## config.mk

```make
export PLATFORM = sky130hd
export DESIGN_NAME = uart_encoder_flat
export DESIGN_NICKNAME = d
export VERILOG_FILES = /design/src/rtl/uart_encoder_if.sv /design/src/rtl/uart_encoder.sv /design/src/flat_wrapper.sv
export SDC_FILE = /design/constraint.sdc
export NUM_CORES = 1
export LEC_CHECK = 0
export CAP_MARGIN = 20
export CELL_PAD_IN_SITES_DETAIL_PLACEMENT = 0
export CELL_PAD_IN_SITES_GLOBAL_PLACEMENT = 1
export CORE_AREA = 5 5 96 98
export CTS_CLUSTER_DIAMETER = 200
export DETAILED_ROUTE_END_ITERATION = 16
export DIE_AREA = 0 0 101 103
export PLACE_DENSITY = 0.83
export SLEW_MARGIN = 20
export SYNTH_ARGS = -nofsm -noshare
export SYNTH_HDL_FRONTEND = slang
export SYNTH_SLANG_ARGS = --single-unit
```

## constraint.sdc

```tcl
create_clock -name clk -period 3.6 [get_ports clk]
set_input_delay 0.36 -clock clk [delete_from_list [all_inputs] [get_ports clk]]
set_output_delay 0.36 -clock clk [all_outputs]
set_load 0.005 [all_outputs]
```

## src/rtl/uart_encoder_if.sv

```systemverilog
`default_nettype none
// ============================================================================
// Module      : uart_encoder_if
// Description : Byte write bus between the UART frame encoder and the TX FIFO.
//               master : encoder side (drives w_data / wr_uart, sees tx_full)
//               slave  : FIFO side    (accepts w_data / wr_uart, drives tx_full)
//   w_data   [7:0]  byte to write, meaningful when wr_uart = 1
//   wr_uart         one-cycle write strobe
//   tx_full         FIFO full, writer must stall while high
// Revision    : 1.0 - initial release
// ============================================================================
interface uart_encoder_if;
    logic [7:0] w_data;
    logic       wr_uart;
    logic       tx_full;

    modport master (output w_data, output wr_uart, input tx_full);
    modport slave  (input w_data, input wr_uart, output tx_full);
endinterface
`default_nettype wire

```

## src/rtl/uart_encoder.sv

```systemverilog
`default_nettype none
// ============================================================================
// Module      : uart_encoder
// Description : Serialises the local player state into a six-byte frame and
//               writes it to a UART TX FIFO. A frame starts on an explicit
//               send request, on any change of the player state since the
//               last frame, or after REFRESH_CYCLES idle cycles (0 = never).
// Ports       :
//   clk                 system clock, rising edge
//   rst                 asynchronous reset, active low
//   player_id [1:0]     local player number
//   pos_x     [7:0]     local x position
//   pos_y     [7:0]     local y position
//   collision           local collision flag
//   send                single-cycle transmit request
//   tx (master)         TX FIFO write bus (w_data, wr_uart, tx_full)
//   busy                high while a frame is in progress
//   frame_done          one-cycle pulse once the last byte has been written
// Revision    : 1.0 - initial release
// ============================================================================
module uart_encoder #(
    parameter int REFRESH_CYCLES = 1_000_000
) (
    input  logic                 clk,
    input  logic                 rst,
    input  logic [1:0]           player_id,
    input  logic [7:0]           pos_x,
    input  logic [7:0]           pos_y,
    input  logic                 collision,
    input  logic                 send,
    uart_encoder_if.master       tx,
    output logic                 busy,
    output logic                 frame_done
);

    localparam int c_CNT_W = (REFRESH_CYCLES > 1) ? $clog2(REFRESH_CYCLES) : 1;
    localparam bit c_REFRESH_EN = (REFRESH_CYCLES > 0);
    localparam logic [c_CNT_W-1:0] c_REFRESH_MAX =
        c_CNT_W'((REFRESH_CYCLES > 0) ? REFRESH_CYCLES - 1 : 0);

    typedef enum logic [2:0] {
        S_IDLE = 3'd0,
        S_SEL  = 3'd1,
        S_XL   = 3'd2,
        S_XH   = 3'd3,
        S_YH   = 3'd4,
        S_YL   = 3'd5,
        S_COL  = 3'd6,
        S_WAIT = 3'd7
    } state_t;

    // Packed player state: {player_id, pos_x, pos_y, collision}
    state_t                r_state;
    state_t                r_after;      // state to enter when WAIT ends
    logic [18:0]           r_snap;
    logic [18:0]           r_last;
    logic [c_CNT_W-1:0]    r_refresh;
    logic [7:0]            r_data;
    logic                  r_wr;
    logic                  r_done;

    logic [18:0]           w_cur;
    logic                  w_start;
    logic [1:0]            w_pid;
    logic [7:0]            w_x;
    logic [7:0]            w_y;
    logic                  w_col;

    state_t                w_next;
    state_t                w_after;
    state_t                w_succ;
    logic                  w_is_byte;
    logic                  w_load;
    logic                  w_done;
    logic [7:0]            w_byte;

    assign w_cur = {player_id, pos_x, pos_y, collision};
    assign w_pid = r_snap[18:17];
    assign w_x   = r_snap[16:9];
    assign w_y   = r_snap[8:1];
    assign w_col = r_snap[0];

    // Any of the three triggers starts a single frame; they are simply OR-ed.
    assign w_start = send || (w_cur != r_last) ||
                     (c_REFRESH_EN && (r_refresh == c_REFRESH_MAX));

    always_comb begin
        w_next    = r_state;
        w_after   = r_after;
        w_succ    = S_IDLE;
        w_is_byte = 1'b0;
        w_load    = 1'b0;
        w_done    = 1'b0;
        w_byte    = 8'h00;
        case (r_state)
            S_IDLE: if (w_start) w_next = S_SEL;
            S_SEL: begin
                w_is_byte = 1'b1;
                w_byte    = {2'b00, w_pid, 1'b0, 3'b000};
                w_succ    = S_XL;
            end
            S_XL: begin
                w_is_byte = 1'b1;
                w_byte    = {w_x[3:0], 1'b0, 3'b001};
                w_succ    = S_XH;
            end
            S_XH: begin
                w_is_byte = 1'b1;
                w_byte    = {w_x[7:4], 1'b0, 3'b010};
                w_succ    = S_YH;
            end
            S_YH: begin
                w_is_byte = 1'b1;
                w_byte    = {w_y[7:4], 1'b0, 3'b011};
                w_succ    = S_YL;
            end
            S_YL: begin
                w_is_byte = 1'b1;
                w_byte    = {w_y[3:0], 1'b0, 3'b100};
                w_succ    = S_COL;
            end
            S_COL: begin
                w_is_byte = 1'b1;
                w_byte    = {3'b000, w_col, 1'b0, 3'b101};
                w_succ    = S_IDLE;
            end
            S_WAIT: begin
                w_next = r_after;
                w_done = (r_after == S_IDLE);
            end
            default: w_next = S_IDLE;
        endcase
        // A byte state stalls in place while the FIFO is full.
        if (w_is_byte && !tx.tx_full) begin
            w_load  = 1'b1;
            w_next  = S_WAIT;
            w_after = w_succ;
        end
    end

    always_ff @(posedge clk or negedge rst) begin
        if (!rst) begin
            r_state   <= S_IDLE;
            r_after   <= S_IDLE;
            r_snap    <= '0;
            r_last    <= '0;
            r_refresh <= '0;
            r_data    <= 8'h00;
            r_wr      <= 1'b0;
            r_done    <= 1'b0;
        end else begin
            r_state <= w_next;
            r_after <= w_after;
            r_wr    <= w_load;
            r_done  <= w_done;
            if (w_load) begin
                r_data <= w_byte;
            end
            if (w_done) begin
                r_last <= r_snap;
            end
            if (r_state == S_IDLE) begin
                if (w_start) begin
                    r_snap    <= w_cur;
                    r_refresh <= '0;
                end else begin
                    r_refresh <= r_refresh + 1'b1;
                end
            end
        end
    end

    assign tx.w_data  = r_data;
    assign tx.wr_uart = r_wr;
    assign busy       = (r_state != S_IDLE);
    assign frame_done = r_done;

endmodule
`default_nettype wire

```

## src/flat_wrapper.sv

```systemverilog
// flat-port wrapper written by rule: the top's interface ports become plain ports
module uart_encoder_flat 
#(
    parameter int REFRESH_CYCLES = 1_000_000
)
  (clk, rst, player_id, pos_x, pos_y, collision, send, busy, frame_done, tx_w_data, tx_wr_uart, tx_tx_full);
  uart_encoder_if tx_i ();
  input  logic clk;
  input  logic rst;
  input  logic [1:0] player_id;
  input  logic [7:0] pos_x;
  input  logic [7:0] pos_y;
  input  logic collision;
  input  logic send;
  output logic busy;
  output logic frame_done;
  output wire logic [$bits(tx_i.w_data)-1:0] tx_w_data;
  output wire logic [$bits(tx_i.wr_uart)-1:0] tx_wr_uart;
  input wire logic [$bits(tx_i.tx_full)-1:0] tx_tx_full;
  assign tx_w_data = tx_i.w_data;
  assign tx_wr_uart = tx_i.wr_uart;
  assign tx_i.tx_full = tx_tx_full;
  uart_encoder #(.REFRESH_CYCLES(REFRESH_CYCLES)) u_core (.clk(clk), .rst(rst), .player_id(player_id), .pos_x(pos_x), .pos_y(pos_y), .collision(collision), .send(send), .tx(tx_i), .busy(busy), .frame_done(frame_done));
endmodule
```

* After elaboration in Yosys (flattened, before gate mapping) *
Cells that the tools add are included.

operators by class
  $add $sub $neg = 1
  multiply operators = 0
  divide/modulo/power cells = 0
  magnitude comparators = 0
  eq/ne operators = 10
  shift-type cells = 0
  mux-type cells = 9
  bitwise logic cells = 0
  reduce and logical (&&, ||, !) cells = 11

operators with widths
  kind                     number
  $pmux W8 S6              1
  $add A20 B1 Y20 const B  1
  $eq A20 B20 Y1 const B   1
  $mux W20                 1
  $ne A19 B19 Y1           1
  $pmux W3 S5              1
  $eq A3 B3 Y1 const B     4
  $eq A3 B2 Y1 const B     2
  $logic_not A3 Y1         2
  $mux W3                  2
  $pmux W3 S2              1
  $reduce_bool A3 Y1       2
  $reduce_or A6 Y1         1
  $reduce_and A2 Y1        2
  $eq A3 B1 Y1 const B     1
  $mux W1                  3
  $ne A3 B1 Y1 const B     1
  $logic_or A1 B1 Y1       2
  $logic_and A1 B1 Y1      1
  $logic_not A1 Y1         1

storage, ports and cells
  register bits = 74
  bits in latches = 0
  memory bits (writable) = 0
  ROM bits = 0
  input bits = 23
  word-level logic and storage cells = 39
  memories kept = 0

* Depth between registers and ports, before layout *
Gate-level depths: netlist (run 1).

  depth after elaboration = 6
  gate-level depth with buffers = 8
  gate-level depth less buffers = 6

* Worst setup path before layout (run 1) *
Ideal clock, no wire load.

  kind = register to register
  start = register u_core.r_refresh[10]
  end = register u_core.r_snap[16]
  library setup time = 0.125 ns
  arrival time = 2.023 ns
  required time = 3.475 ns
  slack = 1.452 ns
  stages on the path, launching flop included = 7
  cells stage by stage = dfrtp_1 or4_1 nor3_2 nand4_2 a31oi_4 buf_6 mux2_4

between the ends
  word-level cells in the longest chain between the ends = 3

ends and longest elaborated chain
  item                         line                 RTL
  start: declaration           uart_encoder.sv:57   logic [c_CNT_W-1:0] r_refresh;
  start signal: assignment     uart_encoder.sv:167  r_refresh <= r_refresh + 1'b1;
  $eq A20 B20 Y1               uart_encoder.sv:85   (c_REFRESH_EN && (r_refresh == c_REFRESH_MAX));
  $logic_or A1 B1 Y1           uart_encoder.sv:84   assign w_start = send || (w_cur != r_last) ||
  $reduce_and A2 Y1 (no line)  --
  end signal: assignment       uart_encoder.sv:164  r_snap <= w_cur;
  end: declaration             uart_encoder.sv:55   logic [18:0] r_snap;

Every way passes these cells.
A chain may end at the register's enable or synchronous reset.

* Final worst setup path (run 1) *
  start = register u_core.r_state[1]
  end = output port busy

between the ends
  word-level cells in the longest chain between the ends = 1

ends and longest elaborated chain
  item                      line                 RTL
  start: declaration        uart_encoder.sv:53   state_t r_state;
  start signal: assignment  uart_encoder.sv:152  r_state <= w_next;
  $reduce_bool A3 Y1        uart_encoder.sv:175  assign busy = (r_state != S_IDLE);
  end: declaration          flat_wrapper.sv:15   output logic busy;

Every way passes these cells.

==> metrics.yaml, run 1 <==
die:
  core_area_sq_um: 8380
  fp.dieArea_sq_um: 10400
  die_w_microns: 101
  start_util_pct: 43.0
  pin_count: 34
  die_h_microns: 103
  rows: 34
sta:
  worst_hold_slack_ns: 0.0864
  fin_skew_ns: 0.0119
  rsz0062_at_grt: "false"
  slew_viol_final: 0
  fin_setup_tns_ns: 0
  max_freq_ghz: 0.389
  finalSetupViolCount: 0
  slew_headroom_pct: 49.0
  tightest_slew_ns: 0.765
  fin_crit_ns: 2.57
  hold_viol: 0
  period_share_pct: 71.4
global_routing:
  antenna_found_initial: 0
  grt_pass1_wl_microns: 13000
  grt_overflow: 0
  grt_max_degree: 34
  grtUsageTotal_pct: 16.0
  grt_pass1_vias: 2561
setup_path:
  endpoint_kind: "primary output"
  crit_path_max_incr_delay_ns: 0.75
  critPathRequiredTime_ns: 3.24
  crit_type: "flop to primary output"
  path_delay_family: "buffers and inverters"
  cp_slowest_cell: "dfrtp_1"
  crit_fanout: 20
  cp.arrival_ns: 2.21
  worstPathCellList: "nor3_1 -> buf_4 -> inv_1 -> clkdlybuf4s50_1"
  critPathBufInv: 3
  startpoint_type: "flop"
power:
  irDropWorstVdd_uv: 349
  leakage_nw: 1.85
  pwr_density_cell_nw_per_um2: 719
  fin_total_pwr_mw: 3.01
routing:
  drc: 0
  first_pass_iters: 4
  vias: 2595
  drtIter0Drc: 112
  wire_per_inst_microns: 15.3
  antenna_left: 0
  wl_microns: 7640
  vias_per_cell: 5.21
placement:
  io_buffer_count: 32
  dpl.hpwl_microns: 5270
  routabilityCongestion: 0.768
layout:
  utilization_pct: 49.9
  final_common_cell: "nand2_1"
  area_growth_pct: 16.2
  final_cell_mix: "nand2_1, dfrtp_1, xnor2_1, clkdlybuf4s50_1, nor2_1"
  drive_gt1_share_pct: 12.6
  diodes: 0
  nets: 410
synthesis:
  synth_flop_cell: "dfrtp_1"
  avgSynthCellArea_sq_um: 10.2
  synth_seq_cells: 73
  synth.net_count: 378
  synth_area_sq_um: 3600
  synth_edf_count: 0
  yosysSeqAreaShare_pct: 50.7
  synth_async_sr_flop_share_pct: 100
  yosysWarnings: 0
  synth_cells: 354
  synth.distinct_cells: 46
run:
  cap_violations: 0
clocking:
  cts_tree: "built"
  clock_sinks: 73
  cts_resized: 0
  root_buffer: "clkbuf_8"
  clk_latency_ns: 0.35
  post_cts_buffers: 0
  cts_hold_buf: 0
  path_clk_slew_ns: 0.07
  htree_levels: 3
  clk_path_buf_depth: 2
  cts-buffers-inserted: 9
worst_hold_path:
  hp-class: "input pin to async pin"
outcome:
  run_status: "completed"
==> power by group <==
group | internal (mW) | leakage (nW) | switching (mW)
Sequential | 1.11 | 0.918 | 0.269
Clock | 0.312 | 0.0909 | 0.302
Combinational | 0.553 | 0.844 | 0.460
Total | 1.98 | 1.85 | 1.03
==> state kept, by name, indices dropped and copies added (netlist names) <==
signal             flops
u_core.r_after         3
u_core.r_snap         19
u_core.frame_done      1
u_core.r_last         19
u_core.r_refresh      20
u_core.tx.w_data       7
u_core.tx.wr_uart      1
u_core.r_state         3
==> through the flow <==
| step | setup WS (ns) | cells | area (sq um) |
|---|---|---|---|
| floorplan | 1.45 | 354 | 3600 |
| global placement | 0.939 | 483 | 4000 |
| detailed placement | 0.868 | 483 | 4000 |
| CTS | 1.03 | 498 | 4190 |
| global route | 0.904 | 498 | 4190 |
| finish | 1.03 | 498 | 4190 |
==> cell families (layout without fill, tap and decap cells) <==
kind of cell             after synthesis  in the layout  synth area share, %
buffers and inverters                 26             62                 3.72
other                                  1              1                0.104
AND/OR/NAND/NOR                      149            149                 18.8
adder cells (fa/ha/maj)                1              1                0.347
multiplexers                          28             28                 9.73
AO/OA/AOI/OAI                         40             40                 7.85
XOR/XNOR                              36             36                 8.75
flip-flops                            73             73                 50.7
==> metal layers <==
metal / part of all wire [%] / vias up / GRT usage, %
li1: - / 1257 / -
met1: 47 / 1278 / 21.7
met2: 49 / 49 / 25.4
met3: 3.1 / 11 / 2.84
met4: 1.7 / 0 / 7.06
met5: 0 / - / 0
==> cell type report <==
cell class	count	area, sq um
tap	108	135
inverter	8	30.0
clock inverter	6	60.1
fill	756	4200
timing repair buffer	39	368
clock buffer	9	124
sequential	73	1830
multi-input combinational	255	1640
==> cells in the mapped netlist, types with 8 or more instances <==
master    count  share of area, %
nand2_1      76               7.9
dfrtp_1      73                51
xnor2_1      31               7.5
nor2_1       30               3.1
o21ai_0      13               1.8
clkbuf_1     12               1.3
mux2_4       12               5.0
inv_1         8              0.83
mux2_2        8               2.5
mux2i_1       8               2.2
nor3_1        8               1.1
==> path summary, 6_finish.rpt <==
| kind | to | slack [ns] | start | cells past startpoint |
|---|---|---|---|---|
| setup / recovery | busy | 1.03 | u_core.r_state[1] | 4 |
| hold / removal | u_core.tx.w_data[2] | 0.09 | rst | 1 |
| setup reg to reg | u_core.r_snap[3] | 1.10 | u_core.r_refresh[10] | 6 |
| hold reg to reg | u_core.tx.w_data[7] | 0.49 | u_core.tx.w_data[7] | 1 |
| max in group asynchronous | u_core.r_last[6] | 2.39 | rst | 3 |
| min in group clk | u_core.tx.w_data[7] | 0.49 | u_core.tx.w_data[7] | 1 |
No activity file was read; power rests on OpenSTA's default activity.
==> inputs of run 2 (changes only) <==
==> constraint.sdc (replaced) <==
create_clock -name clk -period 2.4 [get_ports clk]
set_input_delay 0.24 -clock clk [delete_from_list [all_inputs] [get_ports clk]]
set_output_delay 0.24 -clock clk [all_outputs]
set_load 0.005 [all_outputs]
==> run 2 against run 1 <==
First-iteration DRC count rose by 14%. Routed wire length fell by 1.3%. Non-clock buffer count increased by 6. Die area unchanged. Sequential power up 45%. Total power up 53%. Highest routed layer unchanged. Cell area up 2.0%. Largest cell class unchanged. Clock-buffer cell count rose by 1. Global-route usage grew 0.22 points. Flip-flop and latch count unchanged.
==> metrics.yaml, run 2 (synthesis gave the netlist of run 1 again) <==
global_routing:
  grtUsageTotal_pct: 16.3
  grt_pass1_vias: 2723
  grt_pass1_wl_microns: 13300
  grt_overflow: 0
  antenna_found_initial: 0
  grt_max_degree: 73
die:
  rows: 34
  fp.dieArea_sq_um: 10400
  core_area_sq_um: 8380
  pin_count: 34
  die_w_microns: 101
  start_util_pct: 43.0
  die_h_microns: 103
outcome:
  run_status: "completed"
placement:
  dpl.hpwl_microns: 5150
  placed_cells: 488
  routabilityCongestion: 0.789
  placed_area_sq_um: 4060
  io_buffer_count: 32
layout:
  largest_reg_flops: 20
  fin_area_sq_um: 4270
  nets: 416
  largest_register: "u_core.r_refresh"
  fin_cells: 504
  final_common_cell: "nand2_1"
  final_cell_mix: "nand2_1, dfrtp_1, xnor2_1, clkdlybuf4s50_1, nor2_1"
  diodes: 0
  drive_gt1_share_pct: 13.6
  area_growth_pct: 18.5
  top_regs: "u_core.r_refresh (20), u_core.r_last (19), u_core.r_snap (19)"
clocking:
  post_cts_buffers: 0
  root_buffer: "clkbuf_8"
  cts_hold_buf: 1
  cts_tree: "built"
  clk_latency_ns: 0.35
  clk_path_buf_depth: 2
  htree_levels: 3
  path_clk_slew_ns: 0.08
  clock_sinks: 73
  cts_resized: 0
  cts-buffers-inserted: 9
routing:
  drc: 0
  wire_per_inst_microns: 15.0
  wl_met3_microns: 250
  first_pass_iters: 4
  met2WireLength_microns: 3640
  antenna_left: 0
  top_layer: "met4"
  vias: 2621
  drtIter0Drc: 128
  vias_per_cell: 5.20
  wl_microns: 7540
  wl_met1_microns: 3520
setup_path:
  reg2reg_depth: 6
  startpoint_type: "flop"
  endpoint_kind: "flop"
  crit_type: "flop to flop"
  crit_fanout: 19
  cp.arrival_ns: 2.47
  critPathRequiredTime_ns: 2.63
run:
  cap_violations: 0
sta:
  finalSetupViolCount: 0
  hold_viol: 0
  period_share_pct: 93.3
  worst_hold_slack_ns: 0.219
  fin_setup_tns_ns: 0
  fin_skew_ns: 0.0148
  max_freq_ghz: 0.447
  rsz0062_at_grt: "false"
  fin_crit_ns: 2.24
  slew_viol_final: 0
power:
  fin_total_pwr_mw: 4.61
  leakage_nw: 1.90
  irDropWorstVdd_uv: 579
  pwr_density_cell_nw_per_um2: 1080
worst_hold_path:
  hp-class: "input pin to async pin"
==> run 2: cell types whose count changed in the layout (fill, tap and decap cells not counted), sizes merged <==
| cell | delta |
|---|---|
| buf | +5 |
| clkbuf | +1 |
| clkinvlp | -1 |
| dlygate4sd3 | +1 |
==> run 2: layout make-up <==
| class | instances | area [sq um] |
|---|---|---|
| well taps | 108 | 135 |
| clock inverters | 5 | 56.3 |
| clock buffers | 10 | 138 |
| fillers | 771 | 4110 |
| multi-input cells | 255 | 1640 |
| repair buffers | 45 | 440 |
| flip-flops and latches | 73 | 1830 |
| inverters | 8 | 30.0 |
==> run 2: layer usage <==
metal,global-route usage (%),vias up
met5,0,-
met4,5.73,0
met3,4.74,12
met2,25.5,39
met1,21.6,1303
li1,-,1267
==> run 2: worst paths after layout <==
kind                                      start                  end  slack (ns)
min reg2reg                   u_core.r_last[18]    u_core.r_last[18]        0.50
min in group clk              u_core.r_last[18]    u_core.r_last[18]        0.50
min                                         rst  u_core.tx.w_data[1]        0.22
max in group asynchronous                   rst  u_core.r_refresh[4]        1.61
max reg2reg                u_core.r_refresh[10]     u_core.r_snap[1]        0.16
max                        u_core.r_refresh[10]     u_core.r_snap[1]        0.16
==> run 2: metrics by stage <==
step           setup slack [ns]  util, %
2_1_floorplan             0.252        -
3_3_place_gp              0.227     48.5
3_5_place_dp              0.196     48.5
4_1_cts                   0.173     50.9
5_1_grt                  0.0459     50.9
6_report                  0.161     50.9
==> run 2: critical path, stage by stage (launching register included) <==
cell and delay, ns:
dfrtp_1 0.44, or4_1 0.54, nor3_2 0.14, nand4_2 0.17
a31oi_4 0.26, buf_12 0.21, mux2_2 0.35
==> run 2: where the power goes <==
| part | internal (mW) | leakage, nW | switching [mW] |
|---|---|---|---|
| registers | 1.67 | 0.918 | 0.335 |
| clock network | 0.501 | 0.0981 | 0.467 |
| logic | 0.866 | 0.881 | 0.769 |
